## src/rtl/saturn_bus_arbiter.sv

```systemverilog
// rtl/saturn_bus_arbiter.sv - HP48 configuration daisy chain sequencer and bus read-data arbiter
//
// Ports:
//   i_clk, i_reset_n        system clock, asynchronous active-low reset
//   i_clk_en                global clock enable; all state advances only when high
//   i_bus_clk_en, i_phase   bus nibble strobe and current bus phase (address nibbles taken in phase 1)
//   i_cmd_valid, i_cmd      command pulse: 0 NONE, 1 CONFIG, 2 UNCNFG, 3 RESET
//   i_bus_nibble_in         address nibbles from the controller
//   i_mod_active/nibble/hit per-module decode, read data and configured-range hit
//   o_bus_nibble            arbitrated read nibble (highest active index wins)
//   o_cfg_addr              collected 5-nibble address
//   o_cfg_size_we/base_we   one-hot configuration strobes
//   o_uncfg_we, o_reset_we  one-hot unconfigure strobe, broadcast reset strobe
//   o_configured            per-module fully configured
//   o_busy, o_cfg_overflow  sequencer busy, sticky CONFIG-with-nothing-left flag

module saturn_bus_arbiter #(
    parameter int         NUM_MODULES  = 4,
    parameter int         ADDR_NIBBLES = 5,
    parameter logic [3:0] IDLE_NIBBLE  = 4'h0
) (
    input  logic                      i_clk,
    input  logic                      i_reset_n,
    input  logic                      i_clk_en,
    input  logic                      i_bus_clk_en,
    input  logic [1:0]                i_phase,
    input  logic                      i_cmd_valid,
    input  logic [1:0]                i_cmd,
    input  logic [3:0]                i_bus_nibble_in,
    input  logic [NUM_MODULES-1:0]    i_mod_active,
    input  logic [4*NUM_MODULES-1:0]  i_mod_nibble,
    input  logic [NUM_MODULES-1:0]    i_mod_hit,
    output logic [3:0]                o_bus_nibble,
    output logic [4*ADDR_NIBBLES-1:0] o_cfg_addr,
    output logic [NUM_MODULES-1:0]    o_cfg_size_we,
    output logic [NUM_MODULES-1:0]    o_cfg_base_we,
    output logic [NUM_MODULES-1:0]    o_uncfg_we,
    output logic                      o_reset_we,
    output logic [NUM_MODULES-1:0]    o_configured,
    output logic                      o_busy,
    output logic                      o_cfg_overflow
);

    localparam int CNT_W  = $clog2(ADDR_NIBBLES + 1);
    localparam int ADDR_W = 4 * ADDR_NIBBLES;

    localparam logic [1:0] CMD_CONFIG = 2'd1;
    localparam logic [1:0] CMD_UNCNFG = 2'd2;
    localparam logic [1:0] CMD_RESET  = 2'd3;

    localparam logic [1:0] STG_UNCFG = 2'd0;
    localparam logic [1:0] STG_SIZE  = 2'd1;
    localparam logic [1:0] STG_CFGD  = 2'd2;

    typedef enum logic [1:0] {
        S_IDLE,
        S_COLLECT,
        S_APPLY,
        S_DONE
    } state_t;

    state_t                          state_q, state_d;
    logic [1:0]                      cmd_q, cmd_d;
    logic [CNT_W-1:0]                cnt_q, cnt_d;
    logic [ADDR_W-1:0]               addr_q, addr_d;
    logic [NUM_MODULES-1:0][1:0]     stage_q, stage_d;
    logic                            ovf_q, ovf_d;

    logic [NUM_MODULES-1:0]          cfg_sel;
    logic                            cfg_any;
    logic [NUM_MODULES-1:0]          unc_sel;
    logic                            unc_any;

    // Lowest-index targets for CONFIG (first module not fully configured)
    // and UNCNFG (first configured module whose range contains the address).
    always_comb begin
        cfg_sel = '0;
        cfg_any = 1'b0;
        unc_sel = '0;
        unc_any = 1'b0;
        for (int k = 0; k < NUM_MODULES; k++) begin
            if (!cfg_any && (stage_q[k] < STG_CFGD)) begin
                cfg_sel[k] = 1'b1;
                cfg_any    = 1'b1;
            end
            if (!unc_any && i_mod_hit[k] && (stage_q[k] == STG_CFGD)) begin
                unc_sel[k] = 1'b1;
                unc_any    = 1'b1;
            end
        end
    end

    always_comb begin
        state_d       = state_q;
        cmd_d         = cmd_q;
        cnt_d         = cnt_q;
        addr_d        = addr_q;
        stage_d       = stage_q;
        ovf_d         = ovf_q;
        o_cfg_size_we = '0;
        o_cfg_base_we = '0;
        o_uncfg_we    = '0;
        o_reset_we    = 1'b0;

        if (i_clk_en) begin
            case (state_q)
                S_IDLE: begin
                    if (i_cmd_valid) begin
                        case (i_cmd)
                            CMD_CONFIG, CMD_UNCNFG: begin
                                state_d = S_COLLECT;
                                cmd_d   = i_cmd;
                                cnt_d   = '0;
                            end
                            CMD_RESET: begin
                                state_d = S_APPLY;
                                cmd_d   = i_cmd;
                            end
                            default: ;
                        endcase
                    end
                end
                S_COLLECT: begin
                    if (i_bus_clk_en && (i_phase == 2'd1)) begin
                        for (int n = 0; n < ADDR_NIBBLES; n++) begin
                            if (cnt_q == CNT_W'(n)) begin
                                addr_d[4*n +: 4] = i_bus_nibble_in;
                            end
                        end
                        cnt_d = cnt_q + 1'b1;
                        if (cnt_q == CNT_W'(ADDR_NIBBLES - 1)) begin
                            state_d = S_APPLY;
                        end
                    end
                end
                S_APPLY: begin
                    // Strobes are qualified by i_clk_en so each is exactly one
                    // enabled cycle wide even if the enable stalls in APPLY.
                    state_d = S_DONE;
                    case (cmd_q)
                        CMD_CONFIG: begin
                            if (!cfg_any) begin
                                ovf_d = 1'b1;
                            end
                            for (int k = 0; k < NUM_MODULES; k++) begin
                                if (cfg_sel[k]) begin
                                    if (stage_q[k] == STG_UNCFG) begin
                                        o_cfg_size_we[k] = 1'b1;
                                        stage_d[k]       = STG_SIZE;
                                    end else begin
                                        o_cfg_base_we[k] = 1'b1;
                                        stage_d[k]       = STG_CFGD;
                                    end
                                end
                            end
                        end
                        CMD_UNCNFG: begin
                            for (int k = 0; k < NUM_MODULES; k++) begin
                                if (unc_sel[k]) begin
                                    o_uncfg_we[k] = 1'b1;
                                    stage_d[k]    = STG_UNCFG;
                                end
                            end
                        end
                        CMD_RESET: begin
                            o_reset_we = 1'b1;
                            stage_d    = '0;
                            ovf_d      = 1'b0;
                        end
                        default: ;
                    endcase
                end
                S_DONE: begin
                    state_d = S_IDLE;
                end
                default: begin
                    state_d = S_IDLE;
                end
            endcase
        end
    end

    always_ff @(posedge i_clk or negedge i_reset_n) begin
        if (!i_reset_n) begin
            state_q <= S_IDLE;
            cmd_q   <= 2'd0;
            cnt_q   <= '0;
            addr_q  <= '0;
            stage_q <= '0;
            ovf_q   <= 1'b0;
        end else begin
            state_q <= state_d;
            cmd_q   <= cmd_d;
            cnt_q   <= cnt_d;
            addr_q  <= addr_d;
            stage_q <= stage_d;
            ovf_q   <= ovf_d;
        end
    end

    // Later modules in the chain take priority over earlier ones.
    always_comb begin
        o_bus_nibble = IDLE_NIBBLE;
        for (int k = 0; k < NUM_MODULES; k++) begin
            if (i_mod_active[k]) begin
                o_bus_nibble = i_mod_nibble[4*k +: 4];
            end
        end
    end

    always_comb begin
        for (int k = 0; k < NUM_MODULES; k++) begin
            o_configured[k] = (stage_q[k] == STG_CFGD);
        end
    end

    assign o_cfg_addr     = addr_q;
    assign o_busy         = (state_q != S_IDLE);
    assign o_cfg_overflow = ovf_q;

endmodule

```

## config.mk

```make
export PLATFORM = sky130hd
export DESIGN_NAME = saturn_bus_arbiter
export DESIGN_NICKNAME = d
export VERILOG_FILES = /design/src/rtl/saturn_bus_arbiter.sv
export SDC_FILE = /design/constraint.sdc
export NUM_CORES = 1
export LEC_CHECK = 0
export CAP_MARGIN = 20
export CORE_UTILIZATION = 34
export DETAILED_ROUTE_END_ITERATION = 7
export HOLD_SLACK_MARGIN = 0.06
export PLACE_DENSITY = 0.67
export SLEW_MARGIN = 20
export SYNTH_ARGS = -nofsm -noshare
export SYNTH_HDL_FRONTEND = slang
export SYNTH_SLANG_ARGS = --single-unit
```

## constraint.sdc

```tcl
create_clock -name i_clk -period 4.8 [get_ports i_clk]
set_clock_uncertainty 0.05 [all_clocks]
set_input_delay 0.96 -clock i_clk [delete_from_list [all_inputs] [get_ports i_clk]]
set_output_delay 0.96 -clock i_clk [all_outputs]
set_load 0.005 [all_outputs]
```

==> summary.md <==
| Metric | Value |
|---|---|
| Slew @ Worst Pin | `~0.49 ns` |
| Number of distinct library cells after synthesis | `43` |
| Hold Path Class | `reg -> reg` |
| First-pass GRT wire length | `7845 um` |
| CTS tree | `built` |
| Initial Utilization | `0.3633` |
| Share of cells above drive strength 1 | `0.1319` |
| WP buf/inv | `2` |
| Layout area overhead | `45.02%` |
| Critical path's top delay family | `buffers and inverters` |
| Cell depth of the worst setup path | `5` |
| Avg Inst Size Synth | `9.913 sq um` |
| GRT overflow | `0` |
| Yosys top cell area share | `0.4369` |
| Dpl ws | `between 0.8 and 0.9 ns` |
| CTS clock-pin slew for the worst setup and hold paths | `about 0.070 ns` |
| Postcts setup bufs | `0` |
| Worst Path Arrival | `3.00 ns` |
| Ant. Diodes | `0` |
| Synth area leader | `dfrtp_1` |
| Vias/cell | `4.903` |
| Fin crit share | `0.8357` |
| Syn. warnings | `0` |
| Placed inst area | `between 2000 and 3000 sq um` |
| Initial antenna violation count | `0` |
| Yosys reg bits | `36` |
| RSZ-0062 raised after global routing | `no` |
| CTS buffer count | `5` |
| Area of the die | `~6400 sq um` |
| Core box area | `5675 sq um` |
| Port Buffers | `79` |
| Main area contributors after synthesis | `dfrtp_1, mux2_2, ha_1, a21oi_1, nand2_1` |
| CP Cell Sequence | `clkdlybuf4s50_1 > nand3_1 > or2_2 > nor3_1 > clkdlybuf4s50_1` |
| Post-synthesis sequential area ratio | `0.4369` |
| Routed len/inst | `13.01 um` |
| Die Y-Extent | `~80 um` |
| Root buffer cell | `clkbuf_8` |
| Commonest cells in the netlist | `dfrtp_1, mux2_2, nand2_1` |
| Post-synth top flop | `dfrtp_1` |
| Hold Vio Cnt, Final | `0` |
| Largest net degree at the start of global routing | `37` |
| Setup TNS | `0 ns` |
| Syn_nets | `256` |
| Met2 wire length | `2127 um` |
| I/O Pins | `80` |
| Mapped cell area | `between 2000 and 2500 sq um` |
| Vias post-DR | `1765` |
| Row count | `27` |
| Final setup margin | `0.7887 ns` |
| Reg2reg path depth | `6` |
| DRT Pass-1 Iters | `4` |
| Crit start category | `input pin` |
| First DRT Iteration DRCs | `89` |
| Post-CTS Resized | `0` |
| Worst Hold Depth | `1` |
| DRC Markers | `0` |
| GRT Resource Usage Total | `0.1580` |
| DP HPWL | `3707 um` |
| Met3 Routed Length | `roughly 270 um` |
| Worst Path Max Fanout | `11` |
| Final WL | `4682 um` |
| Max VDD drop | `0.1679 mV` |
| Clock latency on the worst-skew pair | `0.28 ns` |
| Crit Path Class | `in -> out` |
| CP max stage cell | `clkdlybuf4s50_1` |
| Final Critical Period | `4.011 ns` |
| Nets | `around 340` |
| Worst path max stage delay | `0.71 ns` |
| EDFF count, synth | `0` |
| Final max-slew violation count | `0` |
| Peak Freq | `249.3 MHz` |
| Number of global-route vias before repair | `1682` |
| CP endpoint kind | `primary output` |
| CTS max path bufs | `2` |
| Count leader, synth | `dfrtp_1` |
| Synth async-reset ratio | `1.000` |
| Fillers | `538` |
| Final instance area | `2990 sq um` |
| H-tree level count | `2` |
| CP required | `3.79 ns` |
| Chip width | `79.88 um` |
| Power per cell area | `329.4 nW/um^2` |
| Most used cell, CP | `clkdlybuf4s50_1` |
| Run status | `finished, final reports clean` |
| Syn Inst Count | `about 210` |
| Area occupied by multi-input gates | `between 1000 and 1500 sq um` |
| WL met1 | `2228 um` |
| Total of max-cap violations | `0` |
| Antenna viol nets, final | `0` |
| GPL Wtd Cong | `~0.75` |
| Sequential cell area | `900.9 sq um` |
| Num Clock Sinks | `36` |
| DR top layer | `met4` |
| Setup Viol. Count Final | `0` |
| # hold bufs at CTS | `0` |
| Max_slew headroom | `0.6715` |
| Pleak | `1.323 nW` |
metal layers:
layer | vias to the layer above | GRT usage
met5 | - | 0
met4 | 0 | 0.05357
met3 | 4 | 0.03429
met2 | 46 | 0.2470
met1 | 827 | 0.2148
li1 | 888 | -
where the power goes:
part	total, W	switching (W)	internal [W]
registers	0.000454	0.0000872	0.000366
logic	0.000338	0.000145	0.000193
clock network	0.000194	0.0000952	0.0000985
state kept, by name, indices dropped and copies added (netlist names):
register / cells
o_cfg_overflow: 1
state_q: 2
stage_q: 8
cnt_q: 3
o_cfg_addr: 20
cmd_q: 2
cells by family (layout without fill, tap and decap cells):
| family | Yosys count | in the layout | share of synthesized area |
|---|---|---|---|
| buffers and inverters | 21 | 101 | 0.04369 |
| AOI/OAI and AO/OA | 40 | 40 | 0.1123 |
| DFF | 36 | 36 | 0.4369 |
| adders and majority gates | 11 | 11 | 0.06675 |
| and+or+nand+nor | 77 | 77 | 0.2166 |
| muxes | 23 | 23 | 0.1238 |
worst register-to-register path, cell delays in order (launching register included):
cell,delay [ns]
dfrtp_1,0.38
inv_1,0.10
ha_1,0.20
and4b_1,0.30
nand2_1,0.08
nor2_1,0.40
mux2_2,0.39
per-stage QoR:
step                      total power (W)  utilization  std cells  hold WS, ns
final                           0.0009850       0.5269        360       0.4551
after global routing             0.001070       0.5269        360       0.4746
after CTS                       0.0009971       0.5269        360       0.4598
after detailed placement        0.0008002       0.5132        353       0.4447
after global placement          0.0007927       0.5132        353       0.4339
after floorplan                 0.0006408            -        208       0.4217
layout by cell type, fill, tap and decap left out, drive strengths merged, types with 2 or more instances in the layout:
master / count
mux2: 20
ha: 11
and2: 5
clkdlybuf4s50: 79
nor3: 6
nand4b: 2
a21oi: 15
nor2b: 5
nor2: 11
nor4: 3
dfrtp: 36
nand3: 8
inv: 14
nand3b: 6
clkbuf: 6
and3: 3
nand2: 20
mux2i: 3
o21ai: 15
final timing paths:
| check | slack, ns | to | start |
|---|---|---|---|
| min | 0.46 | o_cfg_addr[0]$_DFFE_PN0P_ | o_cfg_addr[0]$_DFFE_PN0P_ |
| min in group asynchronous | 1.04 | stage_q[2]$_DFFE_PN0P_ | i_reset_n |
| min reg2reg | 0.46 | o_cfg_addr[0]$_DFFE_PN0P_ | o_cfg_addr[0]$_DFFE_PN0P_ |
| max | 0.79 | o_uncfg_we[3] | i_clk_en |
| max reg2reg | 2.79 | o_cfg_addr[16]$_DFFE_PN0P_ | state_q[1]$_DFFE_PN0P_ |
| max in group asynchronous | 3.34 | o_cfg_addr[3]$_DFFE_PN0P_ | i_reset_n |
layout make-up:
type / instances / area share
clock buffers: 6 / 0.02427
clock inverters: 1 / 0.001674
inverters: 14 / 0.01757
multi-input cells: 151 / 0.3582
flip-flops and latches: 36 / 0.3013
well taps: 72 / 0.03013
repair buffers: 80 / 0.2669
(Power assumes the default switching activity.)
